$ cat src/rtl/pipe_fifo.sv
// pipe_fifo: FWFT valid/ready FIFO buffering words ahead of the datapath pipeline; optional PIPE_FIFO_HWM_EN adds hwm.
// Latency: a word pushed at edge N is presented in cycle N+1; no empty-bypass path.
// Backpressure: in_ready/out_valid decode from registered count only, so a full FIFO frees its slot the cycle after a pop.
module pipe_fifo #(
  parameter int WIDTH = 8,
  parameter int DEPTH = 4,
  parameter int CNT_W = $clog2(DEPTH) + 1
) (
  input  logic             clk,
  input  logic             rst,
  input  logic             in_valid,
  output logic             in_ready,
  input  logic [WIDTH-1:0] in_data,
  output logic             out_valid,
  input  logic             out_ready,
  output logic [WIDTH-1:0] out_data,
`ifdef PIPE_FIFO_HWM_EN
  output logic [CNT_W-1:0] hwm,
`endif
  output logic [CNT_W-1:0] count
);

  localparam int PTR_W = $clog2(DEPTH);

  logic [WIDTH-1:0] mem_q [DEPTH];
  logic [PTR_W-1:0] wr_ptr_q, wr_ptr_d;
  logic [PTR_W-1:0] rd_ptr_q, rd_ptr_d;
  logic [CNT_W-1:0] count_q, count_d;
  logic             push, pop;

  assign in_ready  = (count_q != CNT_W'(DEPTH));
  assign out_valid = (count_q != '0);
  assign push      = in_valid && in_ready;
  assign pop       = out_valid && out_ready;
  assign count     = count_q;
  assign out_data  = out_valid ? mem_q[rd_ptr_q] : '0;

  always_comb begin
    wr_ptr_d = wr_ptr_q;
    rd_ptr_d = rd_ptr_q;
    count_d  = count_q;
    if (push) wr_ptr_d = wr_ptr_q + PTR_W'(1);
    if (pop)  rd_ptr_d = rd_ptr_q + PTR_W'(1);
    case ({push, pop})
      2'b10:   count_d = count_q + CNT_W'(1);
      2'b01:   count_d = count_q - CNT_W'(1);
      default: count_d = count_q;
    endcase
  end

  always_ff @(posedge clk or posedge rst) begin
    if (rst) begin
      wr_ptr_q <= '0;
      rd_ptr_q <= '0;
      count_q  <= '0;
    end else begin
      wr_ptr_q <= wr_ptr_d;
      rd_ptr_q <= rd_ptr_d;
      count_q  <= count_d;
    end
  end

  // Storage is deliberately left out of reset; out_data gating hides stale entries.
  always_ff @(posedge clk) begin
    if (push) mem_q[wr_ptr_q] <= in_data;
  end

`ifdef PIPE_FIFO_HWM_EN
  logic [CNT_W-1:0] hwm_q, hwm_d;

  always_comb begin
    hwm_d = hwm_q;
    if (count_q > hwm_q) hwm_d = count_q;
  end

  always_ff @(posedge clk or posedge rst) begin
    if (rst) hwm_q <= '0;
    else     hwm_q <= hwm_d;
  end

  assign hwm = hwm_q;
`endif

endmodule

$ cat config.mk
export PLATFORM = sky130hd
export DESIGN_NAME = pipe_fifo
export DESIGN_NICKNAME = d
export VERILOG_FILES = /design/src/rtl/pipe_fifo.sv
export SDC_FILE = /design/constraint.sdc
export NUM_CORES = 1
export LEC_CHECK = 0
export CAP_MARGIN = 20
export CORE_MARGIN = 1.5
export CORE_UTILIZATION = 55
export CTS_BUF_LIST = sky130_fd_sc_hd__clkbuf_8
export DETAILED_ROUTE_END_ITERATION = 12
export PLACE_DENSITY = 0.81
export REMOVE_ABC_BUFFERS = 1
export SLEW_MARGIN = 5
export SYNTH_ARGS = -nofsm -noshare
export SYNTH_HDL_FRONTEND = slang
export SYNTH_SLANG_ARGS = --single-unit
$ cat constraint.sdc
create_clock -name clk -period 2.8 [get_ports clk]
set_clock_uncertainty 0.1 [all_clocks]
set_input_delay 0.42 -clock clk [delete_from_list [all_inputs] [get_ports clk]]
set_output_delay 0.42 -clock clk [all_outputs]
set_load 0.1 [all_outputs]
## Word level (Yosys, flattened, before mapping)

Memory sizes are Yosys's and may differ from the RTL's.
Cells that the tools add are included.

- Register bits after elaboration: 7
- Latch bits: 0
- RAM bits: 32
- Memory bits (read-only): 0
- Input port bits: 12
- Output and inout bits: 13
- Word-level logic and storage cells: 19
- Memories kept: 1

- Add/sub/neg operators: 4
- Multipliers: 0
- Divide/modulo/power cells: 0
- $lt $le $gt $ge: 0
- Eq/ne operators: 3
- Shift-type cells: 0
- Mux-type cells: 4
- Bitwise gates (word level): 0
- Reduce and logical (&&, ||, !) cells: 4

Memory list:

| name | depth | width | rd ports | clocked after memory_dff | wr ports | RTL line | text |
|---|---|---|---|---|---|---|---|
| mem_q | 4 | 8 | 1 | 0 | 1 | 25 | `logic [WIDTH-1:0] mem_q [DEPTH];` |

Operator list:

| operator | count |
|---|---|
| two-way mux 8 bit | 1 |
| one-hot mux 3 bit (2 select lines) | 1 |
| adder 2 x 1 -> 2 bit, second input constant | 2 |
| adder 3 x 1 -> 3 bit, second input constant | 1 |
| inequality test 3 bit, second input constant | 1 |
| nonzero test 3 bit | 1 |
| subtractor 3 x 1 -> 3 bit, second input constant | 1 |
| == test 2 x 1 -> 1 bit, second input constant | 1 |
| == test 2 bit, second input constant | 1 |
| logical AND 1 bit | 2 |
| two-way mux 1 bit | 2 |
| nonzero test 2 bit | 1 |

## Logic depth before layout (Yosys ltp)

- Word-level depth: 4
- Gate-level depth with buffers: 9
- Depth with buffers taken out: 9

## Least setup slack after synthesis

OpenSTA, ideal clock, no wires.

- Kind: register to output
- Start: reg count_q[0], in the netlist count[0]
- End: out out_data[0]
- Arrival time: 2.522 ns
- Required time: 2.280 ns
- Setup slack: -0.242 ns
- Cell stages (with the launch flop): 4
- Buffers on the path: 1
- Cell sequence: dfrtp_1 or3_2 buf_2 and2_1

- Cells in the longest elaborated chain, start to end: 2

Ends and longest elaborated chain:

| element | RTL line | text |
|---|---|---|
| from (decl) | 28 | `logic [CNT_W-1:0] count_q, count_d;` |
| from (signal assigned) | 59 | `count_q <= count_d;` |
| nonzero test 3 bit | 32 | `assign out_valid = (count_q != '0);` |
| named net out_valid | 14 | `output logic out_valid,` |
| two-way mux 8 bit | 36 | `assign out_data = out_valid ? mem_q[rd_ptr_q] : '0;` |
| to (decl) | 16 | `output logic [WIDTH-1:0] out_data,` |

The timed path passes the listed nets, and every way through them passes these cells.

## Worst setup path in the final report

- Start: reg rd_ptr_q[0]
- End: out out_data[4]

- Cells in the longest elaborated chain, start to end: 2

Ends and longest elaborated chain:

| element | RTL line | text |
|---|---|---|
| from (decl) | 27 | `logic [PTR_W-1:0] rd_ptr_q, rd_ptr_d;` |
| from (signal assigned) | 58 | `rd_ptr_q <= rd_ptr_d;` |
| memory read (4 x 8 bit) | -- |  |
| two-way mux 8 bit | 36 |  |

Every way passes these cells.

==> results.json <==
{
  "start_util": 0.589,
  "die_x_um": 57.6,
  "grt_first_pass_wirelength_mm": 4.20,
  "die_area_um2": 3320,
  "area_growth_pct": 22.3,
  "hp-class": "input pin to async pin",
  "period_share": 0.895,
  "fin_hold_ws_ps": 252,
  "final-setup-viol-count": 0,
  "h-tree-depth": 2,
  "yosysWarnings": 0,
  "worstPathArrival_ps": 1990,
  "max_slew.worst_pin.slew_ps": 589,
  "worstSetupPathType": "flop to output port",
  "ioPinCount": 25,
  "yosysMostFrequentCell": "edfxtp_1",
  "yosysTopAreaCellShare": 0.586,
  "grt_overflow_total": 0,
  "fin_crit_ps": 2510,
  "yosysTopAreaCell": "edfxtp_1",
  "yosys_register_bits": 39,
  "fmax_ghz": 0.399,
  "cts.sinks": 39,
  "drt_wl_total_mm": 2.60,
  "ys_types": 19,
  "worstSetupStartpointType": "flop",
  "hold_viol": 0,
  "synth.avg_cell_area_um2": 18.4,
  "r2r-start": "count[0]$_DFFE_PP0P_",
  "clock_path_buffers": 2,
  "ant_nets": 0,
  "antenna_cells": 0,
  "synth_edf_count": 32,
  "wire_per_inst_um": 17.4,
  "crit_chain": "mux4_2 > and2_1 > buf_4",
  "cts_setup_buffers": 0,
  "clk_latency_ps": 290,
  "antenna_found_initial": 0,
  "via_count": 823,
  "cts_made_buffers": 5,
  "slew-limit-headroom": 0.608,
  "rows": 19,
  "final_nets": 135,
  "drc": 0,
  "hold_buffers": 0,
  "cp_max_fo": 10,
  "io_buffers": 24,
  "netlist_instances": 89,
  "grt_pass1_vias": 862,
  "critical_path_required_ps": 2280,
  "synth-seq-area-share": 0.693,
  "cp-startpoint": "rd_ptr_q[0]$_DFFE_PP0P_",
  "synth_common_cells": "32 x edfxtp_1, 9 x and2_1, 8 x mux4_2",
  "synth_area_um2": 1640,
  "cts.clk_slew.worst_paths_ps": 70,
  "die_height_um": 57.6,
  "coreArea_um2": 2780,
  "dp_hpwl_mm": 1.81,
  "drt_iter0_markers": 10,
  "synthTopCellsByArea": "edfxtp_1 59%, mux4_2 11%, dfrtp_1 11%, ha_1 3.8%, and2_1 3.4%",
  "grt_max_degree": 13,
  "rsz0062_at_grt": "no",
  "gp_congestion": 0.713,
  "cap_violations": 0,
  "synthArstFlopShare": 0.179,
  "dr.pass1.iters": 4,
  "crit_path_end_kind": "output port",
  "slew_viol_final": 0,
  "track_usage": 0.185,
  "root_buffer": "clkbuf_8",
  "layout-drive-gt1-share": 0.305,
  "synth-main-ff-cell": "edfxtp_1",
  "outcome": "completed",
  "cts_tree": "done",
  "slowest_stage": "dfrtp_1",
  "viasPerCell": 5.52,
  "cts.repair.resized": 0,
  "max_stage_delay_ps": 720
}
-- metrics by stage --
stage / setup WS [ps] / area (µm²) / util / std cells / TNS, ps
after global routing: 162 / 2000 / 0.721 / 149 / 0
after global placement: 544 / 1870 / 0.673 / 141 / 0
final: 295 / 2000 / 0.721 / 149 / 0
after floorplan: -214 / 1630 / - / 86 / -1670
after detailed placement: 485 / 1870 / 0.673 / 141 / 0
after CTS: 261 / 2000 / 0.721 / 149 / 0
-- flip-flops by register name, summed over array words and instances, names as in the netlist --
name,count
wr_ptr_q,2
count,3
rd_ptr_q,2
mem_q,32
-- area by class of cell --
| type | count | area (µm²) |
|---|---|---|
| Clock buffer | 5 | 68.8 |
| Clock inverter | 3 | 63.8 |
| Fill cell | 176 | 777 |
| Inverter | 7 | 26.3 |
| Multi-Input combinational cell | 40 | 463 |
| Sequential cell | 39 | 1140 |
| Tap cell | 31 | 38.8 |
| Timing Repair Buffer | 24 | 208 |
-- routing by layer --
layer / GRT usage / up-vias / routed length, µm
met5: 0 / - / 0
met4: 0.0897 / 0 / 55
met3: 0.0771 / 6 / 146
met2: 0.276 / 21 / 1300
met1: 0.236 / 411 / 1090
li1: - / 385 / -
-- critical path: cells and delay by family, from the launching register on --
family / cells / cell delay, ps
flops: 1 / 720
mux: 1 / 570
buf+inv: 1 / 230
simple gates: 1 / 170
-- cell families after synthesis --
kind of cell / after synthesis / synth area share
adders and majority gates: 6 / 0.0504
buffers and inverters: 10 / 0.0244
and+or+nand+nor: 18 / 0.0748
xor gates and xnor gates: 6 / 0.0321
muxes: 10 / 0.125
DFF: 39 / 0.693
-- cells in the final DEF (no fill, tap or decap) --
| cell | count |
|---|---|
| ha_1 | 5 |
| dfrtp_1 | 7 |
| clkdlybuf4s50_1 | 11 |
| or3b_4 | 1 |
| bufinv_16 | 2 |
| mux2_4 | 1 |
| nor2_1 | 1 |
| and2_4 | 1 |
| xor2_1 | 3 |
| mux2i_1 | 1 |
| buf_4 | 13 |
| mux4_2 | 8 |
| edfxtp_1 | 32 |
| or3_2 | 1 |
| fa_1 | 1 |
| and3_2 | 4 |
| nand3_1 | 1 |
| and2_1 | 9 |
| xnor2_1 | 3 |
| clkbuf_8 | 5 |
| inv_1 | 8 |
-- final timing paths --
kind                                      endpoint  slack (ps)  depth (start not counted)
min                        rd_ptr_q[0]$_DFFE_PP0P_         250                          2
min reg2reg                   count[2]$_DFFE_PP0P_         420                          1
min in group clk              count[2]$_DFFE_PP0P_         420                          1
max reg2reg                   count[2]$_DFFE_PP0P_         490                          8
max                                    out_data[4]         290                          3
max in group asynchronous  wr_ptr_q[0]$_DFFE_PP0P_        2140                          2
Power is left out: the tool's default activity adds up to more than one toggle a clock period on the data nets, which glitch-free logic cannot reach.
